--- src/rtl/rv32_pkg.sv ---
// RV32I decode definitions shared by the ID stage: opcodes, control bundle and selectors.
package rv32_pkg;

    localparam logic [6:0] OP       = 7'b0110011;
    localparam logic [6:0] OP_IMM   = 7'b0010011;
    localparam logic [6:0] LOAD     = 7'b0000011;
    localparam logic [6:0] STORE    = 7'b0100011;
    localparam logic [6:0] BRANCH   = 7'b1100011;
    localparam logic [6:0] JAL      = 7'b1101111;
    localparam logic [6:0] JALR     = 7'b1100111;
    localparam logic [6:0] LUI      = 7'b0110111;
    localparam logic [6:0] AUIPC    = 7'b0010111;
    localparam logic [6:0] SYSTEM   = 7'b1110011;
    localparam logic [6:0] MISC_MEM = 7'b0001111;

    typedef enum logic [3:0] {
        ALU_ADD  = 4'd0,
        ALU_SUB  = 4'd1,
        ALU_SLL  = 4'd2,
        ALU_SLT  = 4'd3,
        ALU_SLTU = 4'd4,
        ALU_XOR  = 4'd5,
        ALU_SRL  = 4'd6,
        ALU_SRA  = 4'd7,
        ALU_OR   = 4'd8,
        ALU_AND  = 4'd9
    } alu_op_e;

    typedef enum logic [2:0] {
        IMM_NONE = 3'd0,
        IMM_I    = 3'd1,
        IMM_S    = 3'd2,
        IMM_B    = 3'd3,
        IMM_U    = 3'd4,
        IMM_J    = 3'd5
    } imm_sel_e;

    typedef struct packed {
        alu_op_e    alu_op;
        logic       alu_src_imm;
        logic       mem_rd;
        logic       mem_wr;
        logic       reg_wr;
        logic       branch;
        logic       jal;
        logic       jalr;
        logic       lui;
        logic       auipc;
        logic [2:0] funct3;
    } id_ctrl_t;

    // alt selects SUB/SRA; callers decide when instr[30] is meaningful
    function automatic alu_op_e alu_from_funct3(input logic [2:0] funct3, input logic alt);
        alu_op_e op;
        case (funct3)
            3'd0:    op = alt ? ALU_SUB : ALU_ADD;
            3'd1:    op = ALU_SLL;
            3'd2:    op = ALU_SLT;
            3'd3:    op = ALU_SLTU;
            3'd4:    op = ALU_XOR;
            3'd5:    op = alt ? ALU_SRA : ALU_SRL;
            3'd6:    op = ALU_OR;
            3'd7:    op = ALU_AND;
            default: op = ALU_ADD;
        endcase
        return op;
    endfunction

endpackage

--- src/rtl/decode_stage_regfile.sv ---
// Architectural register file: two combinational read ports, one clocked write port.
// x0 reads as zero and ignores writes; contents are deliberately not reset.
module decode_stage_regfile #(
    parameter int XLEN     = 32,
    parameter int NUM_REGS = 32,
    localparam int AW      = $clog2(NUM_REGS)
) (
    input  logic            clk,
    input  logic            we,
    input  logic [AW-1:0]   waddr,
    input  logic [XLEN-1:0] wdata,
    input  logic [AW-1:0]   raddr1,
    input  logic [AW-1:0]   raddr2,
    output logic [XLEN-1:0] rdata1,
    output logic [XLEN-1:0] rdata2
);

    logic [XLEN-1:0] mem_q [NUM_REGS];

    // Write port
    always_ff @(posedge clk) begin
        if (we && (waddr != {AW{1'b0}})) begin
            mem_q[waddr] <= wdata;
        end
    end

    // Read ports with x0 forced to zero
    always_comb begin
        rdata1 = (raddr1 == {AW{1'b0}}) ? {XLEN{1'b0}} : mem_q[raddr1];
        rdata2 = (raddr2 == {AW{1'b0}}) ? {XLEN{1'b0}} : mem_q[raddr2];
    end

endmodule

--- src/rtl/decode_stage.sv ---
// RV32I ID stage: decodes fetch's instruction into a registered ID/EX word with stall/flush.
// Optional: define DECODE_WB_BYPASS_EN to forward same-edge writeback data into the operands.
module decode_stage
    import rv32_pkg::*;
#(
    parameter int XLEN     = 32,
    parameter int NUM_REGS = 32
) (
    input  logic            clk,
    input  logic            reset,
    input  logic [31:0]     instr_in,
    input  logic [XLEN-1:0] pc_in,
    input  logic            stall,
    input  logic            flush,
    input  logic            wb_en,
    input  logic [4:0]      wb_rd,
    input  logic [XLEN-1:0] wb_data,
    output logic            id_valid,
    output logic [XLEN-1:0] id_pc,
    output logic [XLEN-1:0] id_rs1_data,
    output logic [XLEN-1:0] id_rs2_data,
    output logic [XLEN-1:0] id_imm,
    output logic [4:0]      id_rs1,
    output logic [4:0]      id_rs2,
    output logic [4:0]      id_rd,
    output id_ctrl_t        id_ctrl,
    output logic            id_illegal
);

    logic [6:0]      opcode_s;
    logic [4:0]      rs1_s, rs2_s, rd_s;
    logic            legal_s, bubble_s;
    imm_sel_e        imm_sel_s;
    id_ctrl_t        ctrl_raw_s;
    logic [XLEN-1:0] imm_s, rf_rdata1_s, rf_rdata2_s, rs1_data_s, rs2_data_s;

    logic            valid_d, valid_q, illegal_d, illegal_q;
    logic [XLEN-1:0] pc_d, pc_q, rs1_data_d, rs1_data_q, rs2_data_d, rs2_data_q, imm_d, imm_q;
    logic [4:0]      rs1_d, rs1_q, rs2_d, rs2_q, rd_d, rd_q;
    id_ctrl_t        ctrl_d, ctrl_q;

    assign opcode_s = instr_in[6:0];
    assign rd_s     = instr_in[11:7];
    assign rs1_s    = instr_in[19:15];
    assign rs2_s    = instr_in[24:20];
    assign bubble_s = (instr_in == 32'h0000_0000);

    decode_stage_regfile #(.XLEN(XLEN), .NUM_REGS(NUM_REGS)) u_regfile (
        .clk    (clk),
        .we     (wb_en),
        .waddr  (wb_rd),
        .wdata  (wb_data),
        .raddr1 (rs1_s),
        .raddr2 (rs2_s),
        .rdata1 (rf_rdata1_s),
        .rdata2 (rf_rdata2_s)
    );

`ifdef DECODE_WB_BYPASS_EN
    // Write-through: a same-edge writeback to a source register wins over the stale read
    always_comb begin
        rs1_data_s = (wb_en && (wb_rd != 5'd0) && (wb_rd == rs1_s)) ? wb_data : rf_rdata1_s;
        rs2_data_s = (wb_en && (wb_rd != 5'd0) && (wb_rd == rs2_s)) ? wb_data : rf_rdata2_s;
    end
`else
    // Operands capture the pre-writeback register file value
    always_comb begin
        rs1_data_s = rf_rdata1_s;
        rs2_data_s = rf_rdata2_s;
    end
`endif

    // Control decode and immediate format selection
    always_comb begin
        ctrl_raw_s = '0;
        imm_sel_s  = IMM_NONE;
        legal_s    = 1'b1;
        case (opcode_s)
            OP: begin
                ctrl_raw_s.reg_wr = 1'b1;
                ctrl_raw_s.alu_op = alu_from_funct3(instr_in[14:12], instr_in[30]);
            end
            OP_IMM: begin
                imm_sel_s              = IMM_I;
                ctrl_raw_s.reg_wr      = 1'b1;
                ctrl_raw_s.alu_src_imm = 1'b1;
                ctrl_raw_s.alu_op      = alu_from_funct3(instr_in[14:12],
                                             (instr_in[14:12] == 3'd5) && instr_in[30]);
            end
            LOAD: begin
                imm_sel_s              = IMM_I;
                ctrl_raw_s.reg_wr      = 1'b1;
                ctrl_raw_s.alu_src_imm = 1'b1;
                ctrl_raw_s.mem_rd      = 1'b1;
            end
            STORE: begin
                imm_sel_s              = IMM_S;
                ctrl_raw_s.alu_src_imm = 1'b1;
                ctrl_raw_s.mem_wr      = 1'b1;
            end
            BRANCH: begin
                imm_sel_s         = IMM_B;
                ctrl_raw_s.branch = 1'b1;
                ctrl_raw_s.alu_op = ALU_SUB;
            end
            JAL: begin
                imm_sel_s         = IMM_J;
                ctrl_raw_s.reg_wr = 1'b1;
                ctrl_raw_s.jal    = 1'b1;
            end
            JALR: begin
                imm_sel_s              = IMM_I;
                ctrl_raw_s.reg_wr      = 1'b1;
                ctrl_raw_s.alu_src_imm = 1'b1;
                ctrl_raw_s.jalr        = 1'b1;
            end
            LUI: begin
                imm_sel_s              = IMM_U;
                ctrl_raw_s.reg_wr      = 1'b1;
                ctrl_raw_s.alu_src_imm = 1'b1;
                ctrl_raw_s.lui         = 1'b1;
            end
            AUIPC: begin
                imm_sel_s              = IMM_U;
                ctrl_raw_s.reg_wr      = 1'b1;
                ctrl_raw_s.alu_src_imm = 1'b1;
                ctrl_raw_s.auipc       = 1'b1;
            end
            SYSTEM, MISC_MEM: begin
                imm_sel_s = IMM_NONE;
            end
            default: begin
                legal_s = 1'b0;
            end
        endcase
        legal_s           = legal_s && (instr_in[1:0] == 2'b11);
        ctrl_raw_s.funct3 = instr_in[14:12];
        ctrl_raw_s.reg_wr = ctrl_raw_s.reg_wr && (rd_s != 5'd0);
    end

    // Sign-extended immediate assembly
    always_comb begin
        case (imm_sel_s)
            IMM_I:   imm_s = {{20{instr_in[31]}}, instr_in[31:20]};
            IMM_S:   imm_s = {{20{instr_in[31]}}, instr_in[31:25], instr_in[11:7]};
            IMM_B:   imm_s = {{19{instr_in[31]}}, instr_in[31], instr_in[7], instr_in[30:25],
                              instr_in[11:8], 1'b0};
            IMM_U:   imm_s = {instr_in[31:12], 12'h000};
            IMM_J:   imm_s = {{11{instr_in[31]}}, instr_in[31], instr_in[19:12], instr_in[20],
                              instr_in[30:21], 1'b0};
            default: imm_s = 32'h0000_0000;
        endcase
    end

    // ID/EX next word: flush clears the side-effecting fields, stall holds everything
    always_comb begin
        valid_d    = valid_q;
        pc_d       = pc_q;
        rs1_data_d = rs1_data_q;
        rs2_data_d = rs2_data_q;
        imm_d      = imm_q;
        rs1_d      = rs1_q;
        rs2_d      = rs2_q;
        rd_d       = rd_q;
        ctrl_d     = ctrl_q;
        illegal_d  = illegal_q;
        if (flush) begin
            valid_d   = 1'b0;
            ctrl_d    = '0;
            illegal_d = 1'b0;
        end else if (stall) begin
            valid_d = valid_q;
        end else begin
            valid_d    = !bubble_s;
            illegal_d  = !bubble_s && !legal_s;
            ctrl_d     = (bubble_s || !legal_s) ? '0 : ctrl_raw_s;
            pc_d       = pc_in;
            rs1_data_d = rs1_data_s;
            rs2_data_d = rs2_data_s;
            imm_d      = imm_s;
            rs1_d      = rs1_s;
            rs2_d      = rs2_s;
            rd_d       = rd_s;
        end
    end

    // ID/EX pipeline register
    always_ff @(posedge clk or negedge reset) begin
        if (!reset) begin
            valid_q    <= 1'b0;
            pc_q       <= {XLEN{1'b0}};
            rs1_data_q <= {XLEN{1'b0}};
            rs2_data_q <= {XLEN{1'b0}};
            imm_q      <= {XLEN{1'b0}};
            rs1_q      <= 5'd0;
            rs2_q      <= 5'd0;
            rd_q       <= 5'd0;
            ctrl_q     <= '0;
            illegal_q  <= 1'b0;
        end else begin
            valid_q    <= valid_d;
            pc_q       <= pc_d;
            rs1_data_q <= rs1_data_d;
            rs2_data_q <= rs2_data_d;
            imm_q      <= imm_d;
            rs1_q      <= rs1_d;
            rs2_q      <= rs2_d;
            rd_q       <= rd_d;
            ctrl_q     <= ctrl_d;
            illegal_q  <= illegal_d;
        end
    end

    assign id_valid    = valid_q;
    assign id_pc       = pc_q;
    assign id_rs1_data = rs1_data_q;
    assign id_rs2_data = rs2_data_q;
    assign id_imm      = imm_q;
    assign id_rs1      = rs1_q;
    assign id_rs2      = rs2_q;
    assign id_rd       = rd_q;
    assign id_ctrl     = ctrl_q;
    assign id_illegal  = illegal_q;

endmodule

--- config.mk ---
export PLATFORM = sky130hd
export DESIGN_NAME = decode_stage
export DESIGN_NICKNAME = d
export VERILOG_FILES = /design/src/rtl/rv32_pkg.sv /design/src/rtl/decode_stage_regfile.sv /design/src/rtl/decode_stage.sv
export SDC_FILE = /design/constraint.sdc
export NUM_CORES = 1
export LEC_CHECK = 0
export CAP_MARGIN = 20
export CELL_PAD_IN_SITES_DETAIL_PLACEMENT = 1
export CELL_PAD_IN_SITES_GLOBAL_PLACEMENT = 1
export CORE_UTILIZATION = 44
export DETAILED_ROUTE_END_ITERATION = 16
export GPL_TIMING_DRIVEN = 0
export PLACE_DENSITY = 0.74
export SYNTH_ARGS = -nofsm -noshare
export SYNTH_HDL_FRONTEND = slang
export SYNTH_SLANG_ARGS = --single-unit
--- constraint.sdc ---
create_clock -name clk -period 4.2 [get_ports clk]
set_input_delay 0.63 -clock clk [delete_from_list [all_inputs] [get_ports clk]]
set_output_delay 0.63 -clock clk [all_outputs]
set_load 0.02 [all_outputs]
==> results.sh, run 1 <==
export IMPL_cp_data_arrival_time_ns=4.48
export IMPL_die_area_um2=124000
export IMPL_synth_warnings=0
export IMPL_cts_setup_buffers=0
export IMPL_grt_pass1_wl_um=298000
export IMPL_synth_distinct_cells=57
export IMPL_startpoint_type="input port"
export IMPL_yosysSeqAreaShare_pct=64.7
export IMPL_syn_inst=2921
export IMPL_worst_slew_pin_slew_ns=1.37
export IMPL_wirelength_um=223000
export IMPL_final_period_utilization_pct=90.8
export IMPL_p_total_mw=28.4
export IMPL_design_area_um2=65400
export IMPL_worstPathMaxFanout=10
export IMPL_synth_top_area_share_pct=57.2
export IMPL_reg2reg_slack_ns=2.15
export IMPL_synthToLayoutAreaGrowth_pct=21.6
export IMPL_synth_most_common_cell="edfxtp_1"
export IMPL_finClkSkew_ns=0.0207
export IMPL_core_area_um2=121000
export IMPL_clk_latency_ns=0.77
export IMPL_p_per_area_nw_per_um2=435
export IMPL_leakage_nw=21.8
export IMPL_cts_root_buf="clkbuf_16"
export IMPL_max_cap_violations=0
export IMPL_globalplace_congestion=0.902
export IMPL_firstDrtPassIters=6
export IMPL_multi_input_area_um2=18300
export IMPL_cts_buffers_inserted=131
export IMPL_rsz0062_at_grt="no"
export IMPL_grt_max_degree=91
export IMPL_relSlewSlack_pct=8.52
export IMPL_clock_sinks=1185
export IMPL_cp_end_kind="flop"
export IMPL_clk_path_buf_depth=3
export IMPL_setup_viol=0
export IMPL_peakVddDrop_mv=0.492
export IMPL_avgSynthCellArea_um2=18.4
export IMPL_cts_tree="done"
export IMPL_final_cell_count_no_fill=5192
export IMPL_yosys_top_cells_area="edfxtp_1, mux4_2, dfrtp_1, mux2i_1, nand2_1"
export IMPL_vias=36833
export IMPL_synth_edf_count=1024
export IMPL_fp_dieW_um=352
export IMPL_drive_gt1_share_pct=29.2
export IMPL_fill_cells=10808
export IMPL_synthesis_area_um2=53800
export IMPL_synth_ff_type="edfxtp_1"
export IMPL_yosys_area_top_type="edfxtp_1"
export IMPL_vias_per_cell=7.09
export IMPL_required_ns=4.87
export IMPL_hold_viol=0
export IMPL_post_dp_hpwl_um=149000
export IMPL_slew_viol_final=0
export IMPL_fp_dieH_um=352
export IMPL_seqCellArea_um2=34800
export IMPL_placed_cell_area_um2=60500
export IMPL_nets=3572
export IMPL_fin_util_pct=54.2
export IMPL_max_freq_mhz=262
export IMPL_synth_seq_cells=1185
export IMPL_hp_class="in2reg"
export IMPL_start_util_pct=44.6
export IMPL_period_minus_slack_ns=3.81
export IMPL_groute_usage_overall_pct=35.9
export IMPL_ant_nets=0
export IMPL_grt_remaining_overflow=0
export IMPL_status="finished clean"
export IMPL_async_flop_share_pct=13.6
export IMPL_routedWlPerCell_um=42.9
export IMPL_numPortBuffers=256
export IMPL_ys_top_cells_by_count="edfxtp_1, mux4_2, nand2_1"
export IMPL_dp_cells=4913
export IMPL_drc=0
export IMPL_io_pins=267
export IMPL_rows=127
export IMPL_clk_pin_slew_ns=0.06
export IMPL_crit_type="in2reg"
export IMPL_first_iter_violations=6761
export IMPL_htreeDepth=4
export IMPL_antenna_found_initial=16
export IMPL_grt_pass1_vias=36862
export IMPL_fin_setup_tns_ns=0
-- layout make-up --
class,instances,area share (%)
plain buffers,233,1.58
flip-flops and latches,1185,53.2
clock buffers,181,5.52
multi-input cells,1530,28.0
well taps,1612,3.08
inverters,4,0.0230
repair buffers,381,7.64
diodes,7,0.0268
clock inverters,59,0.928
-- layer usage --
layer | global-route usage [%] | share of wire [%] | vias up
met3 | 13.5 | 15 | 792
met5 | 0 | 0.068 | -
met4 | 21.1 | 6.4 | 20
li1 | - | - | 13316
met2 | 53.4 | 44 | 3562
met1 | 44.9 | 34 | 19143
-- repair_timing --
action	in CTS	in global routing
gates resized for setup	0	0
setup endpoints to repair	0	0
hold endpoints to repair	71	0
hold buffers	1	0
-- cells by family after synthesis --
kind of cell    synth area share (%)
compound gates                  4.68
buf+inv                         1.92
flops                           64.7
mux                             25.3
other cells                  0.00697
simple gates                    3.39
-- final timing paths --
kind,start,cells past startpoint,end
worst max-delay path,flush,6,id_rs1_data[21]
max in group asynchronous,reset,3,id_rs1_data[31]
min in group asynchronous,reset,2,id_pc[2]
worst min register to register,id_pc[17],2,id_pc[17]
worst min-delay path,instr_in[24],3,id_rs2[4]
worst max register to register,u_regfile.mem_q[31][10],5,id_rs1_data[10]
-- layout by cell type, fill, tap and decap left out, drive strengths merged, types with 14 or more instances in the layout --
cell / netlist / routed
nand2: 275 / 275
a22o: 14 / 14
nand4: 15 / 15
a22oi: 81 / 81
a221oi: 32 / 32
mux4: 512 / 512
dfrtp: 161 / 161
a21oi: 84 / 84
nand3: 27 / 27
clkinv: 0 / 38
nor2: 57 / 57
o221ai: 19 / 19
clkbuf: 132 / 318
mux2: 83 / 83
clkdlybuf4s50: 0 / 255
mux2i: 114 / 114
buf: 101 / 221
o21ai: 83 / 83
conb: 1 / 32
edfxtp: 1024 / 1024
o211ai: 14 / 14
-- state kept, by name (all words and copies together), names as in the netlist --
register         count
u_regfile.mem_q   1024
id_imm              32
id_pc               32
id_rs1_data         32
id_rs2_data         32
id_ctrl             16
id_rd                5
id_rs1               5
id_rs2               5
id_illegal           1
id_valid             1
-- power by group --
group	switching, mW	total, mW	internal, mW
sequential	0.289	13.4	13.1
clock	4.94	11.6	6.66
combinational	2.04	3.43	1.39
-- critical path, stage by stage --
cell,delay (ns)
clkdlybuf4s50_1,0.54
nor2_1,0.83
clkbuf_1,0.96
clkbuf_1,0.97
o221ai_1,0.29
a21oi_1,0.24
-- metrics by stage --
stage	setup WS [ns]	hold slack, ns
floorplan	1.33	0.334
global placement	-6.09	0.457
detailed placement	-0.109	0.465
CTS	0.792	0.129
global route	0.512	0.172
finish	0.387	0.169
No activity file was read; power rests on OpenSTA's default activity.
==> run 2: changes to the inputs <==
- CAP_MARGIN: 20 -> default
- HOLD_SLACK_MARGIN: default -> 0.05
- SYNTH_HIERARCHICAL: default -> 1
==> run 2 against run 1 <==
The flow now finishes with violations (max-capacitance violations, max-slew violations, negative setup slack). Global-route usage shrank 2.2 points. Non-clock buffer count fell by 53. Cell count grew 5.8%. Die area is 1.4% higher. Synthesized area is 1.5% higher. Critical endpoint is now id_rs2_data[15]. Largest cell class unchanged.
==> results.sh, run 2 <==
export IMPL_crit_type="in2reg"
export IMPL_synth_seq_cells=1185
export IMPL_grt_remaining_overflow=0
export IMPL_hp_class="in2reg"
export IMPL_fin_util_pct=52.8
export IMPL_intPower_mw=20.9
export IMPL_largest_register_ffs=1024
export IMPL_startpoint_type="input port"
export IMPL_rows=128
export IMPL_numPortBuffers=264
export IMPL_globalplace_congestion=0.922
export IMPL_clock_sinks=1185
export IMPL_drc=0
export IMPL_first_iter_violations=5407
export IMPL_grt_pass1_wl_um=294000
export IMPL_ant_nets=0
export IMPL_drive_gt1_share_pct=21.2
export IMPL_die_area_um2=125000
export IMPL_clk_latency_ns=0.76
export IMPL_final_period_utilization_pct=105
export IMPL_max_cap_violations=3
export IMPL_nets=3863
export IMPL_vias=37913
export IMPL_vias_per_cell=6.90
export IMPL_cp_end_kind="flop"
export IMPL_synthToLayoutAreaGrowth_pct=18.3
export IMPL_grt_pass1_vias=38468
export IMPL_async_flop_share_pct=13.6
export IMPL_worst_slew_pin_slew_ns=1.67
export IMPL_period_minus_slack_ns=4.40
export IMPL_relSlewSlack_pct=-11.4
export IMPL_core_area_um2=122000
export IMPL_max_freq_mhz=227
export IMPL_synth_top_area_share_pct=56.4
export IMPL_crit_slowest_cell="clkbuf_1"
export IMPL_fp_dieW_um=354
export IMPL_hold_viol=0
export IMPL_switchingPower_mw=6.98
export IMPL_grt_max_degree=111
export IMPL_finClkSkew_ns=0.0271
export IMPL_synth_most_common_cell="edfxtp_1"
export IMPL_combinationalPowerShare_pct=11.6
export IMPL_yosysSeqAreaShare_pct=63.8
export IMPL_path_buf_inv=4
export IMPL_slew_viol_final=32
export IMPL_regMostFlops="u_regfile/mem_q"
export IMPL_fp_dieH_um=354
export IMPL_groute_usage_overall_pct=33.6
export IMPL_post_place_ws_ns=-0.726
export IMPL_layout_commonest_cell="edfxtp_1"
export IMPL_seqCellArea_um2=34800
export IMPL_cts_tree="done"
export IMPL_peakVddDrop_mv=0.383
export IMPL_whs_ns=0.320
export IMPL_cp_data_arrival_time_ns=5.08
export IMPL_clk_path_buf_depth=3
export IMPL_synth_distinct_cells=73
export IMPL_post_dp_hpwl_um=145000
export IMPL_p_per_area_nw_per_um2=431
export IMPL_violations="max-capacitance violations, max-slew violations, negative setup slack"
export IMPL_setup_viol=6
export IMPL_crit_family="buffers and inverters"
export IMPL_synthesis_area_um2=54500
export IMPL_syn_inst=3289
export IMPL_antenna_found_initial=10
export IMPL_ys_top_cells_by_count="edfxtp_1, nand2_1, mux2i_1"
export IMPL_cts_root_buf="clkbuf_16"
export IMPL_avgSynthCellArea_um2=16.6
export IMPL_p_seq_share_pct=47.7
export IMPL_worstPathMaxFanout=10
export IMPL_synth_ff_type="edfxtp_1"
export IMPL_p_total_mw=27.9
export IMPL_yosys_top_cells_area="edfxtp_1, mux4_2, dfrtp_1, mux2i_1, nand2_1"
export IMPL_firstDrtPassIters=8
export IMPL_fin_ws_ns=-0.201
export IMPL_cts_buffers_inserted=132
export IMPL_multi_input_area_um2=18700
export IMPL_synth_edf_count=1024
export IMPL_start_util_pct=44.6
export IMPL_path_cells="clkdlybuf4s50_1 -> buf_2 -> buf_2 -> and2_0 -> clkbuf_1 -> a22oi_1 -> a311oi_1 -> nand2_1 -> nand2_1"
export IMPL_p_clk_share_pct=40.6
export IMPL_io_pins=267
export IMPL_leakage_nw=22.4
export IMPL_synth_warnings=6
export IMPL_yosys_area_top_type="edfxtp_1"
export IMPL_final_cell_mix="edfxtp_1, nand2_1, mux2i_1, mux4_2, clkdlybuf4s50_1"
export IMPL_status="finished, violations left"
export IMPL_required_ns=4.88
export IMPL_fill_cells=11475
export IMPL_crit_path_max_incr_delay_ns=1.02
export IMPL_p_sw_share_pct=25.0
export IMPL_htreeDepth=4
export IMPL_wirelength_um=214000
export IMPL_clk_pin_slew_ns=0.06
export IMPL_routedWlPerCell_um=38.9
run 2: cell types whose count changed after synthesis, moves of 41 or more:
cell      delta
o221ai_1    +45
mux2i_1    +208
buf_4       +45
nand2_1    +185
a211oi_1    +53
mux4_2     -196
a21oi_1     -41
run 2: through the flow:
step | TNS (ns) | cells | area, µm²
after global placement | -2331.10 | 5209 | 59300
final | -0.616 | 5494 | 64600
after CTS | 0 | 5488 | 64500
after detailed placement | -19.11 | 5245 | 60300
after global routing | -0.0259 | 5493 | 64600
after floorplan | 0 | 3320 | 54700
run 2: final cells by class:
type	instances	share of cell area, %
Timing Repair Buffer	303	5.25
Inverter	7	0.0407
Antenna cell	4	0.0155
Multi-Input combinational cell	1870	29.0
Clock buffer	189	5.88
Tap cell	1625	3.15
Sequential cell	1185	53.9
Buffer	258	2.11
Clock inverter	53	0.645
run 2: final timing paths:
path,startpoint,to,slack (ns),cells past startpoint
hold reg to reg,id_pc[31],id_pc[31],0.47,2
setup reg to reg,u_regfile/mem_q[9][11],id_rs1_data[11],1.92,6
max in group asynchronous,reset,id_rs2_data[9],2.77,3
setup / recovery,instr_in[20],id_rs2_data[15],-0.20,9
hold / removal,instr_in[14],id_ctrl[2],0.32,3
min in group asynchronous,reset,id_rs1_data[23],0.44,2
run 2: power groups by stage:
stage / sequential, mW / clock, mW / combinational, mW
floorplan: 13.7 / 0 / 1.38
global placement: 13.5 / 0 / 3.05
detailed placement: 13.5 / 0 / 3.14
CTS: 13.3 / 11.4 / 3.16
global route: 13.3 / 11.8 / 3.31
finish: 13.3 / 11.3 / 3.23
run 2: kinds of logic after synthesis:
logic type,Yosys count,synth area share [%]
compound gates,462,6.55
mux,738,22.0
simple gates,638,5.15
flops,1185,63.8
other cells,1,0.00687
buf+inv,265,2.52
run 2: tightest hold or removal path, delay by kind of cell:
family	cells	cell delay (ns)
AND/OR/NAND/NOR	1	0.10
buffers and inverters	1	0.21
AO/OA/AOI/OAI	1	0.07
run 2: routing by layer:
metal | wire (µm) | up-vias | global-route usage [%] | share of wire, %
li1 | - | 14334 | - | -
met1 | 75900 | 19844 | 42.6 | 35
met2 | 96700 | 2994 | 51.6 | 45
met3 | 27500 | 729 | 10.2 | 13
met4 | 13600 | 12 | 19.0 | 6.4
met5 | 244 | - | 1.09 | 0.11
run 2: timing repair:
action	CTS	global route
hold buffers	1	0
hold endpoints to repair	51	0
setup endpoints to repair	0	4
setup buffers	0	2
gates resized for setup	0	9
